`src/rtl/phy_tx_lane_ctrl.sv`:
```
// phy_tx_lane_ctrl: PCIe transmit-lane sequencer (COM training burst, IDL fill, payload, periodic COM insertion)
module phy_tx_lane_ctrl #(
  parameter int          COM_COUNT    = 4,
  parameter int          SKP_INTERVAL = 16,
  parameter logic [7:0]  IDL_SYM      = 8'h7C,
  parameter logic [7:0]  COM_SYM      = 8'hBC
) (
  input  logic       clk_4f,
  input  logic       reset_L,
  input  logic       enable,
  input  logic       fifo_empty,
  input  logic [7:0] fifo_data,
  output logic       fifo_pop,
  output logic [7:0] data_out,
  output logic       active,
  output logic       sync_done,
  output logic [1:0] state
);
  localparam int CW = $clog2(COM_COUNT) + 1;
  localparam int SW = $clog2(SKP_INTERVAL);
  localparam logic [CW-1:0] COM_LAST = CW'(COM_COUNT - 1);
  localparam logic [SW-1:0] SKP_LAST = SW'(SKP_INTERVAL - 1);
  typedef enum logic [1:0] {OFF = 2'd0, SYNC = 2'd1, IDLE = 2'd2, DATA = 2'd3} st_t;
  st_t st, st_n;
  logic [CW-1:0] com_cnt, com_n;
  logic [SW-1:0] skp_cnt, skp_n;
  logic [7:0] dout_n;
  logic act_n, sync_n, traffic, skp_due;
  assign traffic  = (st == IDLE) || (st == DATA);
  assign skp_due  = traffic && (skp_cnt == SKP_LAST);
  assign fifo_pop = enable && traffic && !fifo_empty && !skp_due;
  assign state    = st;
  always_comb begin
    st_n   = st;
    com_n  = com_cnt;
    skp_n  = skp_cnt;
    dout_n = 8'h00;
    act_n  = 1'b0;
    sync_n = sync_done;
    if (!enable) begin
      st_n   = OFF;
      com_n  = '0;
      skp_n  = '0;
      sync_n = 1'b0;
    end else if (st == OFF) begin
      st_n = SYNC;
    end else if (st == SYNC) begin
      dout_n = COM_SYM;
      st_n   = (com_cnt == COM_LAST) ? IDLE : SYNC;
      com_n  = (com_cnt == COM_LAST) ? '0 : com_cnt + 1'b1;
      sync_n = sync_done || (com_cnt == COM_LAST);
    end else begin
      // a due COM holds the state and lets the FIFO head wait one cycle
      skp_n  = skp_due ? '0 : skp_cnt + 1'b1;
      dout_n = skp_due ? COM_SYM : (fifo_pop ? fifo_data : IDL_SYM);
      act_n  = fifo_pop;
      st_n   = skp_due ? st : (fifo_pop ? DATA : IDLE);
    end
  end
  always_ff @(posedge clk_4f or negedge reset_L) begin
    if (!reset_L) begin
      st        <= OFF;
      com_cnt   <= '0;
      skp_cnt   <= '0;
      data_out  <= 8'h00;
      active    <= 1'b0;
      sync_done <= 1'b0;
    end else begin
      st        <= st_n;
      com_cnt   <= com_n;
      skp_cnt   <= skp_n;
      data_out  <= dout_n;
      active    <= act_n;
      sync_done <= sync_n;
    end
  end
endmodule
```
`config.mk`:
```
export PLATFORM = sky130hd
export DESIGN_NAME = phy_tx_lane_ctrl
export DESIGN_NICKNAME = d
export VERILOG_FILES = /design/src/rtl/phy_tx_lane_ctrl.sv
export SDC_FILE = /design/constraint.sdc
export NUM_CORES = 1
export LEC_CHECK = 0
export BUFFER_PORTS_ARGS = -buffer_cell sky130_fd_sc_hd__buf_2
export CAP_MARGIN = 15
export CORE_MARGIN = 2
export CORE_UTILIZATION = 48
export CTS_CLUSTER_SIZE = 16
export DETAILED_ROUTE_END_ITERATION = 8
export PLACE_DENSITY_LB_ADDON = 0.12
export SYNTH_ARGS = -nofsm -noshare
export SYNTH_HDL_FRONTEND = slang
export SYNTH_SLANG_ARGS = --single-unit
export TNS_END_PERCENT = 1
```
`constraint.sdc`:
```
create_clock -name clk_4f -period 1.7 [get_ports clk_4f]
set_clock_uncertainty 0.15 [all_clocks]
set_input_delay 0.34 -clock clk_4f [delete_from_list [all_inputs] [get_ports clk_4f]]
set_output_delay 0.34 -clock clk_4f [all_outputs]
set_load 0.1 [all_outputs]
```
=== Yosys cells after proc, flatten, opt, wreduce, memory -nomap -nowiden ===
Cells that the tools add are included.

* $add $sub $neg: 2
* $mul: 0
* Divide/modulo/power cells: 0
* Order comparisons: 0
* Eq/ne operators: 9
* Shift-type cells: 0
* Muxes and demuxes: 25
* Bitwise logic cells: 0
* Reduce and logical (&&, ||, !) cells: 11

{| class="wikitable"
|+ Operators with widths
! operator !! count
|-
| 8-bit 2-to-1 mux || 5
|-
| 4-bit 2-to-1 mux || 4
|-
| 3-bit 2-to-1 mux || 4
|-
| 2-bit 2-to-1 mux || 5
|-
| 1-bit 2-to-1 mux || 7
|-
| 4-bit by 1-bit adder with 4-bit output (second input constant) || 1
|-
| 2-bit == test (second input constant) || 2
|-
| 4-bit == test (second input constant) || 1
|-
| 1-bit logical AND || 4
|-
| 2-bit != test (second input constant) || 2
|-
| 4-bit by 2-bit != test with 1-bit output (second input constant) || 1
|-
| 2-bit AND reduction || 2
|-
| 3-bit by 1-bit adder with 3-bit output (second input constant) || 1
|-
| 3-bit by 2-bit == test with 1-bit output (second input constant) || 1
|-
| 2-bit by 1-bit == test with 1-bit output (second input constant) || 1
|-
| 1-bit zero test || 2
|-
| 2-bit zero test || 1
|-
| 1-bit logical OR || 2
|-
| 2-bit by 1-bit != test with 1-bit output (second input constant) || 1
|}

* Bits in registers: 19
* Bits in latches: 0
* Bits in writable memories: 0
* Memory bits (read-only): 0
* Input port bits: 12
* Memories: 0

=== Depth between registers and ports, before layout ===
Gate-level depths: netlist of the first run.

* Word-level depth: 10
* Gate-level depth with buffers: 5
* Gate-level depth less buffers: 5

=== Worst setup path after synthesis of the first run ===
No wires, ideal clock.

* Path kind: reg-to-output
* Start: register st[1], in the netlist state[1]
* End: output fifo_pop
* Data arrival time: 1.764 ns
* Required time: 1.210 ns
* Slack: -0.554 ns
* Stages on the path, launching flop included: 4
* Path buffers: 1
* Path through: dfrtp_1 -> buf_2 -> nand3_2 -> inv_2

* Word-level cells in the longest chain between the ends: 5

{| class="wikitable"
|+ Ends and longest elaborated chain
! element !! line !! text
|-
| start, declared || 24 || <nowiki>st_t st, st_n;</nowiki>
|-
| start signal, assigned || 69 || <nowiki>st <= st_n;</nowiki>
|-
| 2-bit == test || 29 || <nowiki>assign traffic = (st == IDLE) || (st == DATA);</nowiki>
|-
| 1-bit logical OR (*) || 29 ||
|-
| 1-bit logical AND (on tied branches) || 31, 30 ||
|-
| 1-bit logical AND / 1-bit zero test (equally long branches) || 31 || <nowiki>assign fifo_pop = enable && traffic && !fifo_empty && !skp_due;</nowiki>
|-
| 1-bit logical AND (*) || 31 ||
|-
| end, declared || 13 || <nowiki>output logic fifo_pop,</nowiki>
|}

Mark *: on every way between the ends. The rest lies on a longest branch, timed or not.

=== Final worst setup path of the first run ===
* Start: register skp_cnt[1]
* End: output fifo_pop

* Word-level cells in the longest chain between the ends: 4

{| class="wikitable"
|+ Ends and longest elaborated chain
! element !! line !! text
|-
| start, declared || 26 || <nowiki>logic [SW-1:0] skp_cnt, skp_n;</nowiki>
|-
| start signal, assigned || 71 || <nowiki>skp_cnt <= skp_n;</nowiki>
|-
| 4-bit == test || 30 || <nowiki>assign skp_due = traffic && (skp_cnt == SKP_LAST);</nowiki>
|-
| 1-bit logical AND || 30 ||
|-
| 1-bit zero test || 31 ||
|-
| 1-bit logical AND || 31 ||
|}

Every way passes these cells.

==> results of run 1 <==
[repair_timing]
| action | in CTS | in global routing |
|---|---|---|
| gates resized for setup | 3 | 1 |
| endpoints found under the hold margin | 19 | 0 |
| hold buffers | 1 | 0 |
| endpoints found under the setup margin | 1 | 1 |
| setup buffers | 4 | 1 |
| pin swaps | 2 | 1 |
[worst min path at each step]
| stage | endpoint | slack, ps | cells after the start |
|---|---|---|---|
| global route | data_out[1] | 90 | 2 |
| finish | data_out[1] | 100 | 2 |
| detailed placement | com_cnt[1] | 150 | 1 |
| floorplan | active | -110 | 0 |
| global placement | com_cnt[2] | 140 | 1 |
| CTS | data_out[1] | 90 | 2 |
[cell type report]
type	count	area, sq um	area share [%]
Clock buffer	4	26.3	2.35
Inverter	2	15.0	1.34
Tap cell	16	20.0	1.79
Timing Repair Buffer	34	243	21.7
Multi-Input combinational cell	49	334	29.9
Sequential cell	19	479	42.9
[cells in the mapped netlist, drive strengths merged]
cell type / number / area share (%)
a21boi: 3 / 2.8
a21oi: 3 / 1.9
a311oi: 1 / 1.1
a31oi: 1 / 0.78
and2: 3 / 2.3
and2b: 2 / 1.9
buf: 1 / 0.62
clkbuf: 1 / 0.62
dfrtp: 19 / 59
ha: 2 / 3.1
inv: 2 / 0.93
mux2i: 1 / 1.2
nand2: 8 / 3.7
nand2b: 3 / 2.3
nand3: 3 / 2.5
nand3b: 2 / 1.9
nor2: 2 / 0.93
nor2b: 1 / 0.78
nor3b: 1 / 0.93
o21a: 6 / 5.6
o21ai: 5 / 3.1
or3: 1 / 0.78
xnor2: 1 / 1.1
[state kept, by name (all words and copies together) (netlist names)]
| signal | count |
|---|---|
| sync_done | 1 |
| state | 2 |
| skp_cnt | 4 |
| com_cnt | 3 |
| data_out | 8 |
| active | 1 |
[power by group through the flow]
stage | registers (mW) | clock network [mW] | logic, mW
6_report | 0.496 | 0.224 | 0.247
5_1_grt | 0.500 | 0.255 | 0.260
4_1_cts | 0.496 | 0.230 | 0.247
3_5_place_dp | 0.504 | 0 | 0.240
3_3_place_gp | 0.504 | 0 | 0.237
2_1_floorplan | 0.616 | 0 | 0.0559
[cell families (layout without fill, tap and decap cells)]
family / after synthesis / after routing / share of synthesized area, %
and+or+nand+nor: 26 / 26 / 18.0
muxes: 1 / 1 / 1.24
xor gates and xnor gates: 1 / 1 / 1.09
buffers and inverters: 4 / 40 / 2.18
adders and majority gates: 2 / 2 / 3.11
DFF: 19 / 19 / 59.1
AOI/OAI and AO/OA: 19 / 19 / 15.2
[per-layer routing]
metal  part of all wire (%)  wire [um]
met4                   0.58         10
met1                     48        828
met2                     48        820
met5                      0          0
met3                    3.6         62
[cell usage in the layout, fill, tap and decap left out, drive strengths merged]
| cell | synthesis | routed |
|---|---|---|
| a21boi | 3 | 3 |
| a21oi | 3 | 3 |
| a311oi | 1 | 1 |
| a31oi | 1 | 1 |
| and2 | 3 | 3 |
| and2b | 2 | 2 |
| buf | 1 | 33 |
| clkbuf | 1 | 4 |
| dfrtp | 19 | 19 |
| dlygate4sd3 | 0 | 1 |
| ha | 2 | 2 |
| inv | 2 | 2 |
| mux2i | 1 | 1 |
| nand2 | 8 | 8 |
| nand2b | 3 | 3 |
| nand3 | 3 | 3 |
| nand3b | 2 | 2 |
| nor2 | 2 | 2 |
| nor2b | 1 | 1 |
| nor3b | 1 | 1 |
| o21a | 6 | 6 |
| o21ai | 5 | 5 |
| or3 | 1 | 1 |
| xnor2 | 1 | 1 |
[critical path, delay by kind of cell (launching register included)]
kind / cells / cell delay [ps]
DFF: 1 / 410
buffers and inverters: 2 / 230
adders and majority gates: 1 / 210
and+or+nand+nor: 2 / 180
[metrics by stage]
step	power [mW]	hold WS (ps)	TNS, ps	cell area (sq um)	util, %
after floorplan	0.672	-106	0	818	-
after global placement	0.740	140	0	1020	66.2
after detailed placement	0.745	149	0	1020	66.2
after CTS	0.973	89.2	-114	1100	71.5
after global routing	1.02	86.8	-183	1120	72.5
final	0.967	101	-123	1120	72.5
==> impl_metrics.csv, run 1 <==
group,metric,value,unit
status,status,"finished, violations left",
status,violations,"negative setup slack",
global_route,use_met3,4.80,%
cells_and_area,nFillCells,120,
global_route,gr-total-overflow,0,
global_route,grt_use_met2,30.0,%
cts,root_buffer,"clkbuf_4",
synthesis,syn-cell-area,805,sq um
worst_setup_path,crit_fanout,2,
power_and_ir_drop,internal_power,0.636,mW
worst_setup_path,path_cells,"ha_2, nand3_4, nand3_4, inv_8, buf_12",
cts,cts.sink_count,19,
drt,firstDrtPassIters,4,
timing,relSlewSlack,67.7,%
global_route,top_usage_layer,"met2",
place,dpl.hpwl,1.14,mm
power_and_ir_drop,p_comb_share,25.5,%
global_route,use_met1,25.4,%
place,place_congestion,0.802,
drt,drtAntennaViolNets,0,
synthesis,synth-seq-cells,19,
cts,clock_latency,290,ps
worst_setup_path,timing.rr.start,"skp_cnt[1]",
cts,tritoncts,"built",
timing,finalHoldViolCount,0,
global_route,grt_pass1_wl,2.73,mm
cells_and_area,nets,123,
synthesis,ys_warn_count,0,
power_and_ir_drop,p_seq_share,51.3,%
timing,post-route-worst-setup-slack,-123,ps
timing,setup-violations-final,1,
worst_setup_path,worstSetupPathType,"flop to output pin",
timing,rsz0062_at_grt,"yes",
global_route,grt_max_degree,20,
worst_setup_path,slowest_stage,"dfrtp_1",
floorplan,coreArea,1540,sq um
min_path,hp-class,"input pin to flop",
power_and_ir_drop,netSwitchingPower,0.332,mW
drt,drt_iter0_drc,4,
power_and_ir_drop,switching_share,34.3,%
place,port_buffers,24,
cells_and_area,antenna_cells,0,
drt,routedWlPerCell,13.9,um
global_route,grt_pass1_vias,594,
cells_and_area,area_growth,38.9,%
worst_setup_path,crit_path_end_kind,"output pin",
floorplan,dieArea,2020,sq um
worst_setup_path,crit_start,"skp_cnt[1]",
worst_setup_path,crit_arrival,1330,ps
timing,worstMarginPinSlew,487,ps
cts,numCtsBuffers,3,
cts,cts_htree_levels,1,
place,dp.cells,114,
power_and_ir_drop,pwr-share-clk,23.2,%
timing,drv_slew,0,
worst_setup_path,r2r-end,"data_out[3]",
min_path,hold_start,"fifo_data[1]",
timing,finalCritPeriodShare,107,%
worst_setup_path,cp_slowest_stage_delay,410,ps
drt,routed_wl,1.72,mm
timing,period_needed,1820,ps
place,place_ws,75.0,ps
synthesis,ys_seq_area_share,59.1,%
worst_setup_path,rr_worst_depth,6,
synthesis,avgSynthCellArea,11.2,sq um
worst_setup_path,critPathMostFrequentCell,"nand3_4",
drt,drc,0,
flow_run,maxCapViolations,0,
power_and_ir_drop,power_density,866,nW/um^2
worst_setup_path,r2r_setup_slack,180,ps
floorplan,rows,14,
cells_and_area,drive_gt1_share,38.0,%
drt,vias,641,
synthesis,syn-instance-count,72,
cells_and_area,fin_cells,124,
floorplan,start_util,52.2,%
cts,clockBufferDepth,2,
synthesis,syn_nets,86,
cts,path_clk_slew,110,ps
floorplan,die_h,44.9,um
global_route,antenna_found_initial,0,
timing,max_freq,548,MHz
global_route,track_usage,19.5,%
worst_setup_path,cp_data_required_time,1210,ps
drt,vias_per_cell,5.17,
synthesis,synthDistinctLibCells,26,
floorplan,die_w,44.9,um
power_and_ir_drop,ir_drop,0.636,mV
power_and_ir_drop,leakage,0.555,nW
worst_setup_path,start_kind,"flop",
floorplan,io-pin-count,25,
worst_setup_path,crit_path_end,"fifo_pop",
Power figures use the tool's default switching activity.
==> run 2, diff against run 1 <==
- CORE_UTILIZATION: 48 -> 43
- TNS_END_PERCENT: 1 -> not set
- clock period: 1.7 -> 1.5 ns (I/O delays scaled with it)
==> run 2 against run 1 <==
Compared with the run above: the run still ends with negative setup slack left; global-route usage is 1.8 points lower; clock power rose by 13%; register-to-register slack lost 170 ps; utilization fell by 0.80 points; via count is 3.1% higher; first-iteration DRC count up 50%; worst setup slack worse by 140 ps; critical path type unchanged.
==> impl_metrics.csv, run 2 (synthesis results as in run 1) <==
group,metric,value,unit
status,status,"finished, violations left",
status,violations,"negative setup slack",
timing,finalCritPeriodShare,117,%
cells_and_area,final_area,1250,sq um
cells_and_area,nFillCells,136,
cts,tritoncts,"built",
global_route,grt_pass1_wl,2.71,mm
timing,drv_slew,0,
cts,clockBufferDepth,2,
cts,cts_htree_levels,1,
worst_setup_path,r2r-end,"state[0]",
place,dp.cells,126,
cts,numCtsBuffers,3,
place,dpl.hpwl,1.17,mm
cells_and_area,nets,127,
power_and_ir_drop,power_density,911,nW/um^2
worst_setup_path,slowest_stage,"dfrtp_1",
cts,cts.sink_count,19,
floorplan,start_util,46.1,%
cells_and_area,antenna_cells,0,
drt,drtAntennaViolNets,0,
cells_and_area,final_common_cell,"dfrtp_1",
floorplan,die_h,47.3,um
power_and_ir_drop,ir_drop,0.576,mV
drt,vias,661,
global_route,antenna_found_initial,0,
worst_setup_path,r2r_setup_slack,10,ps
global_route,gr-total-overflow,0,
drt,drt_iter0_drc,6,
cts,root_buffer,"clkbuf_4",
worst_setup_path,rr_worst_depth,6,
worst_setup_path,cp_slowest_stage_delay,400,ps
power_and_ir_drop,internal_power,0.759,mW
min_path,hp-class,"input pin to flop",
floorplan,dieArea,2230,sq um
worst_setup_path,start_kind,"flop",
min_path,min_path_cells,2,
global_route,grt_max_degree,20,
worst_setup_path,worstSetupPathType,"flop to output pin",
timing,relSlewSlack,71.3,%
drt,vias_per_cell,4.82,
cells_and_area,area_growth,55.5,%
flow_run,maxCapViolations,0,
power_and_ir_drop,leakage,0.589,nW
worst_setup_path,critPathMostFrequentCell,"nand3_4",
power_and_ir_drop,pwr-share-clk,22.1,%
min_path,hold_end,"data_out[0]",
place,place_congestion,0.758,
floorplan,io-pin-count,25,
cells_and_area,largest_register_ffs,8,
drt,firstDrtPassIters,6,
power_and_ir_drop,netSwitchingPower,0.382,mW
worst_setup_path,path_cells,"ha_2, nand3_4, nand3_4, inv_8, buf_12",
floorplan,coreArea,1750,sq um
worst_setup_path,crit_path_end_kind,"output pin",
power_and_ir_drop,p_seq_share,49.3,%
timing,finalHoldViolCount,0,
worst_setup_path,crit_arrival,1310,ps
cells_and_area,drive_gt1_share,42.9,%
worst_setup_path,critPathTopFamily,"flip-flops",
floorplan,rows,15,
timing,max_freq,568,MHz
cells_and_area,layout_top_registers,"data_out x8, skp_cnt x4, com_cnt x3",
drt,routed_wl,1.73,mm
drt,routedWlPerCell,12.6,um
power_and_ir_drop,power,1.14,mW
worst_setup_path,cp_num_buf_inv,2,
min_path,hold_start,"fifo_data[0]",
timing,setup-violations-final,1,
timing,post-route-worst-setup-slack,-259,ps
global_route,track_usage,17.7,%
cells_and_area,final_cell_mix,"dfrtp_1, buf_4, buf_2, nand2_1, buf_12",
timing,rsz0062_at_grt,"yes",
power_and_ir_drop,switching_share,33.5,%
worst_setup_path,cp_data_required_time,1050,ps
cts,clock_latency,290,ps
place,place_area,1120,sq um
power_and_ir_drop,p_comb_share,28.6,%
timing,period_needed,1760,ps
global_route,grt_pass1_vias,638,
timing,worstMarginPinSlew,431,ps
cts,path_clk_slew,100,ps
worst_setup_path,timing.rr.start,"skp_cnt[1]",
floorplan,die_w,47.3,um
place,port_buffers,24,
worst_setup_path,crit_fanout,2,
cells_and_area,top_register,"data_out",
cells_and_area,fin_cells,137,
drt,drc,0,
## run 2: cell types whose count changed in the layout (fill, tap and decap cells not counted)
cell      delta
a21boi_1     -1
a21boi_2     +1
buf_12       +4
buf_2       -10
buf_4        +6
buf_8        +1
clkbuf_4     +3
dfrtp_1      -1
dfrtp_2      +1
nor3b_1      -1
nor3b_2      +1
## run 2: what timing repair did
action,4_1_cts,5_1_grt
resized for setup,5,8
hold buffers,1,0
setup endpoints to repair,5,8
setup buffers,1,5
hold endpoints to repair,19,0
pin swaps,1,1
## run 2: area by class of cell
type | instances | area [sq um] | share of cell area, %
Clock buffer | 4 | 26.3 | 2.10
Inverter | 2 | 15.0 | 1.20
Multi-Input combinational cell | 49 | 343 | 27.4
Sequential cell | 19 | 480 | 38.4
Tap cell | 25 | 31.3 | 2.50
Timing Repair Buffer | 38 | 355 | 28.4
## run 2: layer usage
layer  up-vias  global-route usage [%]  wire (um)
met5         -                       0          0
met4         0                    8.33          9
met3         2                    2.69         75
met2        21                    28.6        837
met1       314                    23.2        806
li1        324                       -          -
## run 2: worst max path at each step
| stage | startpoint | end | slack, ps | cells after the start |
|---|---|---|---|---|
| after floorplan | skp_cnt[0] | fifo_pop | -60 | 4 |
| after global placement | skp_cnt[0] | fifo_pop | -10 | 5 |
| after detailed placement | skp_cnt[0] | fifo_pop | -30 | 5 |
| after CTS | skp_cnt[0] | fifo_pop | -280 | 5 |
| after global routing | skp_cnt[0] | fifo_pop | -300 | 5 |
| final | skp_cnt[0] | fifo_pop | -260 | 5 |
## run 2: power groups by stage
stage	clock (mW)	combinational [mW]	sequential, mW
CTS	0.262	0.311	0.561
global route	0.274	0.344	0.565
finish	0.252	0.326	0.562
floorplan	0	0.0663	0.699
detailed placement	0	0.296	0.575
global placement	0	0.292	0.574
## run 2: per-stage QoR
stage | utilization [%] | worst slack, ps | hold WS (ps) | setup TNS, ps
global route | 71.7 | -299 | 56.2 | -331
CTS | 67.7 | -278 | 52.2 | -278
detailed placement | 64.4 | -25.8 | 115 | -25.8
global placement | 64.4 | -11.9 | 111 | -11.9
floorplan | - | -56.9 | -146 | -56.9
finish | 71.7 | -259 | 57.8 | -259
